<file path="config.mk">
export PLATFORM = sky130hd
export DESIGN_NAME = mem_req_master
export DESIGN_NICKNAME = d
export VERILOG_FILES = /design/src/rtl/mem_req_master.sv
export SDC_FILE = /design/constraint.sdc
export NUM_CORES = 1
export LEC_CHECK = 0
export ABC_CLOCK_PERIOD_IN_PS = 5400
export CAP_MARGIN = 20
export CORE_MARGIN = 3
export CORE_UTILIZATION = 49
export DETAILED_ROUTE_END_ITERATION = 12
export HOLD_SLACK_MARGIN = 0.15
export PLACE_DENSITY = 0.84
export RECOVER_POWER = 25
export SKIP_LAST_GASP = 1
export SYNTH_ARGS = -nofsm -noshare
export SYNTH_HDL_FRONTEND = slang
export SYNTH_SLANG_ARGS = --single-unit
</file>
<file path="constraint.sdc">
create_clock -name clk -period 5.4 [get_ports clk]
set_clock_uncertainty 0.2 [all_clocks]
set_input_delay 1.08 -clock clk [delete_from_list [all_inputs] [get_ports clk]]
set_output_delay 1.08 -clock clk [all_outputs]
set_load 0.03 [all_outputs]
</file>
<file path="src/rtl/mem_req_master.sv">
// Single-outstanding request master for the 32x8 handshake memory: holds a
// level request until ack, retries on timeout, and returns one response per command.
module mem_req_master #(
   parameter int ADDR_W    = 5,
   parameter int DATA_W    = 8,
   parameter int TIMEOUT   = 16,
   parameter int MAX_RETRY = 2
) (
   input  logic              clk,
   input  logic              rst_n,
   input  logic              cmd_valid,
   output logic              cmd_ready,
   input  logic              cmd_write,
   input  logic [ADDR_W-1:0] cmd_addr,
   input  logic [DATA_W-1:0] cmd_wdata,
   output logic              rsp_valid,
   input  logic              rsp_ready,
   output logic [DATA_W-1:0] rsp_rdata,
   output logic              rsp_err,
   output logic              mem_read,
   output logic              mem_write,
   output logic [ADDR_W-1:0] mem_addr,
   output logic [DATA_W-1:0] mem_wdata,
   input  logic              mem_ack,
   input  logic [DATA_W-1:0] mem_rdata
);

   localparam int TIMER_W = (TIMEOUT > 1) ? $clog2(TIMEOUT) : 1;
   localparam int ATT_W   = (MAX_RETRY > 0) ? $clog2(MAX_RETRY + 1) : 1;
   localparam logic [TIMER_W-1:0] TIMER_LAST = TIMER_W'(TIMEOUT - 1);
   localparam logic [ATT_W-1:0]   ATT_LAST   = ATT_W'(MAX_RETRY);

   typedef enum logic [1:0] {
      IDLE = 2'd0,
      REQ  = 2'd1,
      GAP  = 2'd2,
      RESP = 2'd3
   } state_t;

   state_t              state_r,     state_s;
   logic                op_write_r,  op_write_s;
   logic [TIMER_W-1:0]  timer_r,     timer_s;
   logic [ATT_W-1:0]    attempt_r,   attempt_s;
   logic                mem_read_r,  mem_read_s;
   logic                mem_write_r, mem_write_s;
   logic [ADDR_W-1:0]   mem_addr_r,  mem_addr_s;
   logic [DATA_W-1:0]   mem_wdata_r, mem_wdata_s;
   logic                rsp_valid_r, rsp_valid_s;
   logic [DATA_W-1:0]   rsp_rdata_r, rsp_rdata_s;
   logic                rsp_err_r,   rsp_err_s;

   assign cmd_ready = (state_r == IDLE);
   assign mem_read  = mem_read_r;
   assign mem_write = mem_write_r;
   assign mem_addr  = mem_addr_r;
   assign mem_wdata = mem_wdata_r;
   assign rsp_valid = rsp_valid_r;
   assign rsp_rdata = rsp_rdata_r;
   assign rsp_err   = rsp_err_r;

   // Next-state and next-output logic; every output is computed here and registered below.
   always_comb begin
      state_s     = state_r;
      op_write_s  = op_write_r;
      timer_s     = timer_r;
      attempt_s   = attempt_r;
      mem_read_s  = mem_read_r;
      mem_write_s = mem_write_r;
      mem_addr_s  = mem_addr_r;
      mem_wdata_s = mem_wdata_r;
      rsp_valid_s = rsp_valid_r;
      rsp_rdata_s = rsp_rdata_r;
      rsp_err_s   = rsp_err_r;

      case (state_r)
         IDLE: begin
            if (cmd_valid) begin
               op_write_s  = cmd_write;
               mem_addr_s  = cmd_addr;
               mem_wdata_s = cmd_wdata;
               attempt_s   = {ATT_W{1'b0}};
               timer_s     = {TIMER_W{1'b0}};
               mem_read_s  = !cmd_write;
               mem_write_s = cmd_write;
               state_s     = REQ;
            end else begin
               state_s = IDLE;
            end
         end
         REQ: begin
            // ack wins over a timeout landing in the same cycle
            if (mem_ack) begin
               mem_read_s  = 1'b0;
               mem_write_s = 1'b0;
               rsp_rdata_s = op_write_r ? {DATA_W{1'b0}} : mem_rdata;
               rsp_err_s   = 1'b0;
               rsp_valid_s = 1'b1;
               state_s     = RESP;
            end else if (timer_r == TIMER_LAST) begin
               mem_read_s  = 1'b0;
               mem_write_s = 1'b0;
               if (attempt_r < ATT_LAST) begin
                  attempt_s = attempt_r + ATT_W'(1);
                  state_s   = GAP;
               end else begin
                  rsp_rdata_s = {DATA_W{1'b0}};
                  rsp_err_s   = 1'b1;
                  rsp_valid_s = 1'b1;
                  state_s     = RESP;
               end
            end else begin
               timer_s = timer_r + TIMER_W'(1);
            end
         end
         GAP: begin
            timer_s     = {TIMER_W{1'b0}};
            mem_read_s  = !op_write_r;
            mem_write_s = op_write_r;
            state_s     = REQ;
         end
         RESP: begin
            if (rsp_ready) begin
               rsp_valid_s = 1'b0;
               state_s     = IDLE;
            end else begin
               rsp_valid_s = 1'b1;
            end
         end
         default: begin
            mem_read_s  = 1'b0;
            mem_write_s = 1'b0;
            rsp_valid_s = 1'b0;
            state_s     = IDLE;
         end
      endcase
   end

   // State and registered outputs; async reset drops any active request at once.
   always_ff @(posedge clk or negedge rst_n) begin
      if (!rst_n) begin
         state_r     <= IDLE;
         op_write_r  <= 1'b0;
         timer_r     <= {TIMER_W{1'b0}};
         attempt_r   <= {ATT_W{1'b0}};
         mem_read_r  <= 1'b0;
         mem_write_r <= 1'b0;
         mem_addr_r  <= {ADDR_W{1'b0}};
         mem_wdata_r <= {DATA_W{1'b0}};
         rsp_valid_r <= 1'b0;
         rsp_rdata_r <= {DATA_W{1'b0}};
         rsp_err_r   <= 1'b0;
      end else begin
         state_r     <= state_s;
         op_write_r  <= op_write_s;
         timer_r     <= timer_s;
         attempt_r   <= attempt_s;
         mem_read_r  <= mem_read_s;
         mem_write_r <= mem_write_s;
         mem_addr_r  <= mem_addr_s;
         mem_wdata_r <= mem_wdata_s;
         rsp_valid_r <= rsp_valid_s;
         rsp_rdata_r <= rsp_rdata_s;
         rsp_err_r   <= rsp_err_s;
      end
   end

endmodule

</file>
==> metrics.cfg <==
[synth]
leading_area_contributor_after_synthesis=dfrtp_1
async_s_r_ff_share_synth_pct=100
postSynth.topFlopCell=dfrtp_1
synth.cells.most_frequent=dfrtp_1, mux2_2, a22o_1
synth.top_cell.area_share_pct=52.0
ys_top_cells_by_area=dfrtp_1, mux2_2, ha_1
ys_warn_count=0
synth_cell_type_count=37
synth.cell_area_mm2=0.00164
synth_cells=139
edff_count_synth=0
synth-seq-area-share_pct=52.0
postSynthNetCount=173
total_of_flip_flops_plus_latches_after_synthesis=34
syn_avg_cell_area_um2=11.8
yosysMostFrequentCell=dfrtp_1

[worst_setup_path]
worst-setup-path-type=reg2out
cp_max_fo=5
path_delay_family=buffers and inverters
crit_buf_inv=2
cp_max_delay_cell=clkdlybuf4s50_1
arr_time_crit_path_ns=1.85
critical_path.cell_chain=inv_1 > ha_1 > clkdlybuf4s50_1
worstSetupStartpointType=register
crit_path_end_kind=primary output
required_ns=4.12
critical_path.max_stage_delay_ns=0.70

[sta]
max_clock_freq_ghz=0.320
worst_slew_pin_slew_ns=1.82
finalWorstPathRequiredPeriod_ns=3.13
number_of_endpoints_with_negative_hold_slack_in_the_final_report=0
drv_slew=35
final.setup.worst_slack_ns=2.27
finalSetupViolCount=0
setup_total_negative_slack_ns=0
period_share_pct=57.9
whs_ns=0.306
grt_setup_unrepaired=false
max_slew_headroom_pct=-21.1

[routing]
drt.antenna.violating_nets=0
via_count=1297
post_drt_wl_per_cell_um=15.4
drt-total-wl_um=3650
drt_first_pass_iters=4
drt-initial-drc-count=108
viasPerCell=5.47
remaining_drc_errors=0

[power]
power.static_leakage_nw=0.961
totalPowerFinal_mw=1.35
power_density_over_the_cells_mw_per_mm2=596
vdd_drop_max_mv=0.355

[place]
placed_area_mm2=0.00219
io_buffer_count=52
worst_setup_slack_post_dpl_ns=2.55
placed_cells=230
hpwlAfterDp_um=2710
gp_congestion=0.860

[hold_path]
hold_path.class=reg2reg

[clock_network]
clk_root_buffer_cell=clkbuf_4
clkLatencyLatePin_ns=0.33
clkTransAtPathRegs_ns=0.10
cts_sinks=34
holdBufCountCts=0
post_cts_resize_count=0
cts-buffers-inserted=5
htree_num_levels=2
tritoncts=built
longest_clk_path_bufs=2
postCtsSetupBuffers=0

[die]
num_rows=20
core_area_mm2=0.00313
full_die_area_mm2=0.00407
die_x_um=63.8
design.portCount=53
floorplan.die.height_um=63.8
floorplan.initialDensity_pct=52.3

[cells_and_area]
stdcell_area_mm2=0.00227
fin_util_pct=72.6
layout-area-overhead-vs-synth_pct=38.8
nets=227
final_layout_size_suffix_gt1_share_pct=13.5
insertedDiodeCount=0
fin_cells=237

[grt]
grt_start_max_net_pins=35
gr-total-overflow=0
number_of_antenna_violations_at_the_first_check_in_global_routing=0
global_route_wire_length_before_repair_um=6540
globalRouteTotalUtil_pct=20.2
grt_pass1_vias=1424

[outcome]
failed_checks=capacitance limit, slew limit
outcome=finished with violations

[run]
timing.max_cap.violations=1

layer usage:
metal	wire length (um)	track usage, %
met1	1440	23.5
met2	1810	32.9
met3	365	10.0
met4	37	5.66
met5	0	0
path summary, 6_finish.rpt:
kind	start	endpoint	slack, ns	depth (start not counted)
max in group asynchronous	rst_n	rsp_rdata[2]	2.39	2
worst max register to register	state_r[1]	attempt_r[1]	3.19	5
min in group asynchronous	rst_n	attempt_r[1]	1.57	2
worst min-delay path	rsp_rdata[7]	rsp_rdata[7]	0.31	1
worst min register to register	rsp_rdata[7]	rsp_rdata[7]	0.31	1
worst max-delay path	state_r[0]	cmd_ready	2.27	3
registers in the layout, indices dropped and copies added, names as in the netlist:
signal	count
rsp_err	1
rsp_valid	1
op_write_r	1
timer_r	4
state_r	2
rsp_rdata	8
mem_addr	5
mem_read	1
mem_wdata	8
attempt_r	2
mem_write	1
power breakdown:
group | leakage, nW | total (mW) | switching, mW | internal (mW)
Combinational | 0.493 | 0.729 | 0.396 | 0.333
Sequential | 0.424 | 0.437 | 0.0744 | 0.362
Clock | 0.0443 | 0.189 | 0.0813 | 0.108
Total | 0.961 | 1.35 | 0.551 | 0.803
cells in the final DEF, fill, tap and decap left out, types with 3 or more instances in the layout:
master,Yosys,routed
clkdlybuf4s50_1,0,51
dfrtp_1,34,34
mux2_2,16,16
a22o_1,8,8
nand2_1,7,7
o21ai_0,7,7
ha_1,7,7
nand3_1,6,6
a21oi_1,5,5
o211ai_1,5,5
clkbuf_4,0,5
inv_1,4,4
nor2_1,4,4
a2bb2oi_1,3,3
cells by family (layout without fill, tap and decap cells):
kind of cell	Yosys count	after routing	synth area share, %
buf+inv	10	64	2.52
mux	17	17	11.6
flops	34	34	52.0
compound gates	36	36	16.3
fa+ha+maj	7	7	5.35
simple gates	35	35	12.2
layout make-up:
class / instances / area (um^2)
Clock inverter: 1 / 30.0
Sequential cell: 34 / 851
Multi-Input combinational cell: 95 / 744
Inverter: 4 / 15.0
Fill cell: 223 / 857
Clock buffer: 6 / 51.3
Timing Repair Buffer: 53 / 524
Tap cell: 44 / 55.1
No activity file was read; power rests on OpenSTA's default activity.
